File: src/rtl/event_sched_pkg.sv
// Shared types for the event stream scheduler.
// The filler-word option is EVENT_SCHED_IDLE_FILL_EN.
package event_sched_pkg;

    typedef enum logic [1:0] {
        S_IDLE,
        S_TS,
        S_HDR
    } state_t;

    typedef enum logic [1:0] {
        W_EVT,
        W_TS,
        W_HDR,
        W_FILL
    } word_t;

    localparam logic [31:0] IDLE_WORD_DEF = 32'hFFFF_FFFF;

endpackage

File: src/rtl/frame_slot_counter.sv
// Data-word slot counter for one frame.
// Saturates at FRAME_LEN; only i_clear returns it to 0.
module frame_slot_counter #(
    parameter int FRAME_LEN = 1022
) (
    input  logic clk,
    input  logic res,
    input  logic i_inc,
    input  logic i_clear,
    output logic o_at_limit
);

    localparam int CW = $clog2(FRAME_LEN + 1);

    logic [CW-1:0] r_count;

    assign o_at_limit = (r_count == CW'(FRAME_LEN));

    always_ff @(posedge clk) begin
        if (!res) begin
            r_count <= '0;
        end else if (i_clear) begin
            r_count <= '0;
        end else if (i_inc && !o_at_limit) begin
            r_count <= r_count + CW'(1);
        end
    end

endmodule

File: src/rtl/event_stream_scheduler.sv
// Schedules event/timestamp pairs and frame headers onto one stream.
// Define EVENT_SCHED_IDLE_FILL_EN to pad idle slots with IDLE_WORD pairs.
module event_stream_scheduler
    import event_sched_pkg::*;
#(
    parameter int          FRAME_LEN = 1022,
    parameter logic [31:0] IDLE_WORD = IDLE_WORD_DEF
) (
    input  logic        clk,
    input  logic        res,
    input  logic        evt_valid,
    input  logic [31:0] evt_data,
    input  logic [31:0] evt_time,
    output logic        evt_ready,
    input  logic        tx_valid,
    input  logic [31:0] tx_data,
    output logic        tx_ready,
    input  logic        new_tx,
    output logic        out_valid,
    output logic [31:0] out_data,
    input  logic        out_ready,
    output logic        frame_wrap
);

    state_t      r_state;
    logic        r_out_valid;
    logic [31:0] r_out_data;
    word_t       r_out_type;
    logic [31:0] r_hold;
    word_t       r_hold_type;
    logic        r_pend;

    logic w_load;
    logic w_restart;
    logic w_at_limit;
    logic w_evt_sel;
    logic w_fill_sel;
    logic w_ts_sel;
    logic w_hdr_sel;
    logic w_take_evt;
    logic w_take_fill;
    logic w_take_ts;
    logic w_take_hdr;
    logic w_inc;
    logic w_clear;

    assign w_load    = !r_out_valid || out_ready;
    assign w_restart = new_tx || r_pend;

    always_comb begin
        w_evt_sel  = 1'b0;
        w_fill_sel = 1'b0;
        w_ts_sel   = 1'b0;
        w_hdr_sel  = 1'b0;
        unique case (r_state)
            S_IDLE: begin
                if (!w_restart && !w_at_limit) begin
                    w_evt_sel = evt_valid;
`ifdef EVENT_SCHED_IDLE_FILL_EN
                    w_fill_sel = !evt_valid;
`endif
                end
            end
            S_TS:    w_ts_sel  = 1'b1;
            S_HDR:   w_hdr_sel = tx_valid && !new_tx;
            default: ;
        endcase
    end

    assign w_take_evt  = res && w_load && w_evt_sel;
    assign w_take_fill = res && w_load && w_fill_sel;
    assign w_take_ts   = res && w_load && w_ts_sel;
    assign w_take_hdr  = res && w_load && w_hdr_sel;

    assign evt_ready  = w_take_evt;
    assign tx_ready   = w_take_hdr;
    assign out_valid  = r_out_valid;
    assign out_data   = r_out_data;
    assign frame_wrap = res && r_out_valid && out_ready
                        && (r_out_type == W_HDR);

    // A pending restart lands as the pair's timestamp leaves
    assign w_inc   = w_take_evt || w_take_fill
                     || (w_take_ts && !w_restart);
    assign w_clear = w_take_hdr
                     || (w_take_ts && w_restart)
                     || ((r_state == S_IDLE) && w_restart)
                     || ((r_state == S_HDR) && new_tx);

    frame_slot_counter #(
        .FRAME_LEN (FRAME_LEN)
    ) u_slot_cnt (
        .clk        (clk),
        .res        (res),
        .i_inc      (w_inc),
        .i_clear    (w_clear),
        .o_at_limit (w_at_limit)
    );

    always_ff @(posedge clk) begin
        if (!res) begin
            r_state     <= S_IDLE;
            r_out_valid <= 1'b0;
            r_out_data  <= '0;
            r_out_type  <= W_EVT;
            r_hold      <= IDLE_WORD;
            r_hold_type <= W_TS;
            r_pend      <= 1'b0;
        end else begin
            if (w_load) begin
                r_out_valid <= w_take_evt || w_take_fill
                               || w_take_ts || w_take_hdr;
            end
            unique case (r_state)
                S_IDLE: begin
                    r_pend <= 1'b0;
                    if (w_restart) begin
                        r_state <= S_IDLE;
                    end else if (w_at_limit) begin
                        r_state <= S_HDR;
                    end else if (w_take_evt) begin
                        r_out_data  <= evt_data;
                        r_out_type  <= W_EVT;
                        r_hold      <= evt_time;
                        r_hold_type <= W_TS;
                        r_state     <= S_TS;
`ifdef EVENT_SCHED_IDLE_FILL_EN
                    end else if (w_take_fill) begin
                        r_out_data  <= IDLE_WORD;
                        r_out_type  <= W_FILL;
                        r_hold      <= IDLE_WORD;
                        r_hold_type <= W_FILL;
                        r_state     <= S_TS;
`endif
                    end
                end
                S_TS: begin
                    if (w_take_ts) begin
                        r_out_data <= r_hold;
                        r_out_type <= r_hold_type;
                        r_pend     <= 1'b0;
                        r_state    <= S_IDLE;
                    end else if (new_tx) begin
                        r_pend <= 1'b1;
                    end
                end
                S_HDR: begin
                    if (new_tx) begin
                        r_state <= S_IDLE;
                    end else if (w_take_hdr) begin
                        r_out_data <= tx_data;
                        r_out_type <= W_HDR;
                        r_state    <= S_IDLE;
                    end
                end
                default: r_state <= S_IDLE;
            endcase
        end
    end

endmodule

File: config.mk
export PLATFORM = sky130hd
export DESIGN_NAME = event_stream_scheduler
export DESIGN_NICKNAME = d
export VERILOG_FILES = /design/src/rtl/event_sched_pkg.sv /design/src/rtl/frame_slot_counter.sv /design/src/rtl/event_stream_scheduler.sv
export SDC_FILE = /design/constraint.sdc
export NUM_CORES = 1
export LEC_CHECK = 0
export BUFFER_PORTS_ARGS = -buffer_cell sky130_fd_sc_hd__buf_2
export CORE_UTILIZATION = 40
export CTS_BUF_LIST = sky130_fd_sc_hd__clkbuf_8
export CTS_CLUSTER_SIZE = 14
export DETAILED_ROUTE_END_ITERATION = 8
export PLACE_DENSITY = 0.67
export SETUP_SLACK_MARGIN = 0.1
export SLEW_MARGIN = 5
export SYNTH_ARGS = -nofsm -noshare
export SYNTH_HDL_FRONTEND = slang
export SYNTH_SLANG_ARGS = --single-unit
File: constraint.sdc
create_clock -name clk -period 2.4 [get_ports clk]
set_clock_uncertainty 0.05 [all_clocks]
set_input_delay 0.24 -clock clk [delete_from_list [all_inputs] [get_ports clk]]
set_output_delay 0.24 -clock clk [all_outputs]
set_load 0.02 [all_outputs]
==> impl_metrics.tcl, run 1 <==
set metrics [dict create \
    wl_met3_um 708 \
    hold_start "evt_time[8]" \
    dpl.hpwl_um 7960 \
    clkSinkCount 80 \
    clock_latency_ns 0.35 \
    dp_slack_ns 0.0973 \
    hold_violations 0 \
    ir_worst_vdd_v 0.000299 \
    rsz0062_at_grt "yes" \
    period_needed_ns 2.21 \
    regToRegSetupSlack_ns 0.28 \
    slew_violations 0 \
    syn_nets 627 \
    grt_pass1_vias 3818 \
    synth_top_family_by_area "simple AND/OR/NAND/NOR gates" \
    synth_top_cell_area_share_pct 40.4 \
    fmax_mhz 452 \
    critPathMaxStageDelay_ns 0.36 \
    io_pins 138 \
    min_to "r_hold[8]" \
    worstReg2RegEnd "out_data[14]" \
    dieArea_sq_um 10300 \
    grt_pass1_wl_um 18100 \
    syn_inst 517 \
    placed_cell_area_sq_um 4740 \
    port_buffers 137 \
    drt-met1-wl_um 5260 \
    synthXorXnorAreaFrac_pct 1.55 \
    n_antenna_cell 0 \
    wirelength_um 11500 \
    globalplace.congestion 0.875 \
    fin_hold_ws_ns 0.0854 \
    arrival_ns 1.92 \
    final_nets 750 \
    vias_per_cell 5.29 \
    crit_required_ns 2.11 \
    hold_class "in -> reg" \
    synth_area_leaders "dfxtp_1, nor2_1, o21ai_1" \
    worst_path_max_delay_cell "dfxtp_1" \
    p_leak_nw 2.12 \
    worstPathMaxFanout 14 \
    cts_tree "built" \
    setup_tns_ns 0 \
    end_kind "output port" \
    tightest_slew_ns 0.460 \
    start_kind "flip-flop" \
    hold_depth 3 \
    cts.path.max_buffers 2 \
    ys_warn_count 0 \
    die_h_um 102 \
    setup_viol 0 \
    cts_buffers 9 \
    drive_gt1_share_pct 29.1 \
    clkSlewWorstSetupHoldPaths_ns 0.09 \
    crit_chain "inv_2 -> ha_4 -> nor3b_4 -> nand4_4 -> or2_4 -> clkinv_8 -> buf_4" \
    reg2reg_depth 9 \
    grt-ovfl-total 0 \
    worst_slack_ns 0.186 \
    ys_seq_area_share_pct 40.4 \
    root_buffer "clkbuf_8" \
    wl_met2_um 5320 \
    synth_fa_ha_area_share_pct 2.53 \
    drc 0 \
    drtPass1Iterations 5 \
    r2r-start "r_state[1]" \
    coreArea_sq_um 9420 \
    critical-path-top-delay-family "simple AND/OR/NAND/NOR gates" \
    start_util_pct 42.1 \
    synth.largest_area_cell "dfxtp_1" \
    worst-path-buf-inv 3 \
    die_w_um 102 \
    post_drt_wl_per_cell_um 14.8 \
    ys_types 42 \
    num_rows 35 \
    crit_type "reg -> out" \
    final_cell_area_sq_um 5010 \
    ys_ff_latch 80 \
    synth_simple_gate_area_share_pct 24.7 \
    dpl.cell_count 756 \
    grt_usage_pct 22.5 \
    post-route-period-util_pct 92.2 \
    grt_max_degree 44 \
    max_cap_viol_count 0 \
    avgSynthCellArea_sq_um 7.66 \
    final_cell_mix "buf_2, nor2_1, dfxtp_1, o21ai_1, nand2_1" \
    synth_compound_area_share_pct 23.8 \
    fill_cells 920 \
    synthToLayoutAreaGrowth_pct 26.4 \
    vias 4095 \
    syn-cell-area_sq_um 3960 \
    status "completed" \
    drt_iter0_drc 266 \
    top_layer_used "met4" \
    instances_no_fill 774 \
    muxShareOfSynthArea_pct 0.506 \
    final_common_cell "buf_2" \
    slew_headroom_pct 69.3 \
    antenna_found_initial 0 \
    p_per_area_nw_per_um2 574 \
    ant_nets 0 \
    htree_num_levels 3 \
]
## power by group
group	switching (W)	leakage, nW	internal, W
Combinational	0.000245	1.35	0.000165
Clock	0.000490	0.112	0.000579
Sequential	0.0000241	0.650	0.00137
Total	0.000760	2.12	0.00211
## cell usage after synthesis (all sizes together)
master	number
nand2	45
o221a	1
and2	1
o21ba	1
nor3b	1
nand2b	4
mux2i	2
clkbuf	27
nand3	4
buf	19
inv	8
a21oi	37
nor3	1
dfxtp	80
a21boi	1
nor2	110
nor2b	2
or2	1
a2111oi	3
a211oi	5
ha	8
o31a	1
a21o	1
xnor2	7
a22oi	33
nand4	36
nor4	3
o21ai	71
and3	1
or3	2
o2111a	1
## worst max-delay path by stage
stage               startpoint                     to  slack, ns  depth (start not counted)
global placement    r_state[1]              evt_ready       0.18                          7
global route        r_state[1]               tx_ready       0.09                          6
floorplan           r_state[0]  u_slot_cnt.r_count[5]       0.23                          8
finish              r_state[1]              evt_ready       0.19                          7
detailed placement  r_state[1]              evt_ready        0.1                          7
CTS                 r_state[1]              evt_ready       0.10                          7
## cells by family after synthesis
kind of cell,count (synthesis)
fa+ha+maj,8
compound gates,155
xor+xnor,7
buf+inv,54
simple gates,211
mux,2
flops,80
## sequential cells by signal (all words and copies together) (netlist names)
register / cells
out_data: 32
out_valid: 1
r_hold: 32
r_out_type: 2
r_pend: 1
r_state: 2
u_slot_cnt.r_count: 10
## per-stage QoR
| stage | utilization [%] | power [W] |
|---|---|---|
| after global routing | 53.2 | 0.00299 |
| after detailed placement | 50.3 | 0.00182 |
| after floorplan | - | 0.00166 |
| final | 53.2 | 0.00287 |
| after global placement | 50.3 | 0.00182 |
| after CTS | 52.9 | 0.00289 |
## tightest hold or removal path: stages
cell     delay (ns)
buf_2          0.08
nor2_1         0.03
o21ai_1        0.11
## per-layer routing
metal / vias up / GRT usage (%)
li1: 2058 / -
met1: 1871 / 31.0
met2: 149 / 35.7
met3: 17 / 4.21
met4: 0 / 6.91
met5: - / 0
## cell type report
| cell class | count | area [sq um] | area share (%) |
|---|---|---|---|
| clock buffers | 9 | 124 | 2.47 |
| clock inverters | 7 | 88.8 | 1.77 |
| inverters | 8 | 42.5 | 0.850 |
| multi-input cells | 383 | 2140 | 42.7 |
| flip-flops and latches | 80 | 1600 | 32.0 |
| well taps | 129 | 161 | 3.22 |
| repair buffers | 157 | 848 | 16.9 |
| repair inverters | 1 | 3.75 | 0.0750 |
## repair_timing
item / CTS / global route
setup endpoints to repair: 4 / 27
gates resized for setup: 4 / 8
cloned: 1 / 0
hold buffers: 0 / 0
setup buffers: 1 / 0
pin swaps: 1 / 0
Note: power is estimated with default switching activity, not from simulation.
==> run 2, diff against run 1 <==
--- a/config.mk
+++ b/config.mk
@@ -6,11 +6,11 @@
 export NUM_CORES = 1
 export LEC_CHECK = 0
 export BUFFER_PORTS_ARGS = -buffer_cell sky130_fd_sc_hd__buf_2
-export CORE_UTILIZATION = 40
+export CORE_UTILIZATION = 52
 export CTS_BUF_LIST = sky130_fd_sc_hd__clkbuf_8
 export CTS_CLUSTER_SIZE = 14
 export DETAILED_ROUTE_END_ITERATION = 8
-export PLACE_DENSITY = 0.67
+export PLACE_DENSITY = 0.84
 export SETUP_SLACK_MARGIN = 0.1
 export SLEW_MARGIN = 5
 export SYNTH_ARGS = -nofsm -noshare
==> run 2 against run 1 <==
  * Setup slack gained 0.0085 ns
  * Fmax grew 0.38%
  * Sequential cell count did not move
  * First-iteration DRC count grew 3.8%
  * Largest cell class unchanged
==> impl_metrics.tcl, run 2 (synthesized netlist as in run 1, its figures left out) <==
set metrics [dict create \
    status "completed" \
    worstPathMaxFanout 12 \
    arrival_ns 1.92 \
    post_drt_wl_per_cell_um 15.2 \
    final_common_cell "buf_2" \
    grt_pass1_wl_um 16900 \
    p_per_area_nw_per_um2 541 \
    clock_latency_ns 0.35 \
    rsz0062_at_grt "no" \
    drt_iter0_drc 276 \
    hold_violations 0 \
    globalplace.congestion 0.885 \
    die_w_um 89.3 \
    regToRegSetupSlack_ns 0.26 \
    root_buffer "clkbuf_8" \
    crit_type "reg -> out" \
    htree_num_levels 3 \
    start_util_pct 54.3 \
    grt-ovfl-total 0 \
    p_leak_nw 2.07 \
    ant_nets 0 \
    end_kind "output port" \
    synthToLayoutAreaGrowth_pct 24.0 \
    post-route-period-util_pct 91.9 \
    drc 0 \
    period_needed_ns 2.21 \
    power_w 0.00266 \
    slew_violations 0 \
    clkSlewWorstSetupHoldPaths_ns 0.08 \
    grt_usage_pct 27.7 \
    r2r-start "r_state[0]" \
    ir_worst_vdd_v 0.000270 \
    fin_hold_ws_ns 0.0895 \
    vias_per_cell 5.69 \
    num_rows 31 \
    dieArea_sq_um 7970 \
    n_antenna_cell 0 \
    io_pins 138 \
    reg2reg_depth 8 \
    cts_tree "built" \
    grt_pass1_vias 3588 \
    tightest_slew_ns 0.745 \
    min_to "r_hold[10]" \
    hold_depth 3 \
    fin_util_pct 67.3 \
    slew_headroom_pct 50.3 \
    setup_viol 0 \
    crit_required_ns 2.11 \
    fmax_mhz 454 \
    dpl.hpwl_um 7490 \
    max_cap_viol_count 0 \
    worstReg2RegEnd "r_out_type[1]" \
    grt_max_degree 84 \
    clkSinkCount 80 \
    final_nets 747 \
    vias 4203 \
    cts_buffers 9 \
    final_cell_mix "buf_2, nor2_1, dfxtp_1, o21ai_1, nand2_1" \
    wirelength_um 11200 \
    hold_start "evt_time[10]" \
    setup_tns_ns 0 \
    port_buffers 137 \
    drive_gt1_share_pct 28.9 \
    cts.path.max_buffers 2 \
    die_h_um 89.3 \
    coreArea_sq_um 7290 \
    drtPass1Iterations 5 \
    antenna_found_initial 0 \
    hold_class "in -> reg" \
    start_kind "flip-flop" \
]
==> run 2: cell count changes in the layout (fill, tap and decap cells not counted), sizes merged <==
cell / before / now
clkbuf: 9 / 10
bufinv: 2 / 0
buf: 157 / 154
clkinv: 3 / 1
clkinvlp: 1 / 2
==> run 2: per-stage QoR <==
stage	instance area, sq um	cells	setup WS [ns]
2_1_floorplan	3960	517	0.225
3_3_place_gp	4680	720	0.322
3_5_place_dp	4680	720	0.211
4_1_cts	4860	735	0.107
5_1_grt	4910	739	0.0964
6_report	4910	739	0.195
==> run 2: report_power, final <==
part / total [W] / switching [W] / internal (W)
Clock: 0.000849 / 0.000463 / 0.000387
Sequential: 0.00140 / 0.0000260 / 0.00137
Combinational: 0.000411 / 0.000244 / 0.000167
==> run 2: cell type report <==
class / instances / area [sq um]
clock buffer: 10 / 138
clock inverter: 4 / 23.8
sequential: 80 / 1600
timing repair buffer: 154 / 847
fill: 640 / 2380
multi-input combinational: 383 / 2130
inverter: 8 / 35.0
timing repair inverter: 1 / 3.75
tap: 99 / 124
==> run 2: how the worst max path moves through the flow <==
stage | from | endpoint | slack (ns) | cells after the start
after floorplan | r_state[0] | u_slot_cnt.r_count[5] | 0.23 | 8
after global placement | r_state[1] | r_out_type[0] | 0.32 | 9
after detailed placement | r_state[0] | out_data[22] | 0.21 | 8
after CTS | r_state[0] | evt_ready | 0.11 | 7
after global routing | u_slot_cnt.r_count[1] | evt_ready | 0.1 | 6
final | r_state[0] | evt_ready | 0.19 | 7
==> run 2: what timing repair did <==
| action | 4_1_cts | 5_1_grt |
|---|---|---|
| setup buffers | 0 | 4 |
| pin swaps | 0 | 1 |
| gates cloned | 1 | 0 |
| gates resized for setup | 4 | 6 |
| endpoints found under the setup margin | 1 | 68 |
| hold buffers | 0 | 0 |
==> run 2: per-layer routing <==
layer | vias up | track usage, % | share of wire [%]
li1 | 2047 | - | -
met1 | 1952 | 36.6 | 43
met2 | 181 | 44.8 | 47
met3 | 23 | 4.43 | 7.7
met4 | 0 | 12.4 | 2.1
met5 | - | 0 | 0
==> run 2: worst max-delay path, cell delays in order (launching register included) <==
cell	delay (ns)
dfxtp_2	0.36
inv_2	0.10
ha_4	0.17
nor3b_4	0.24
nand4_4	0.12
or2_4	0.29
inv_6	0.12
buf_4	0.16
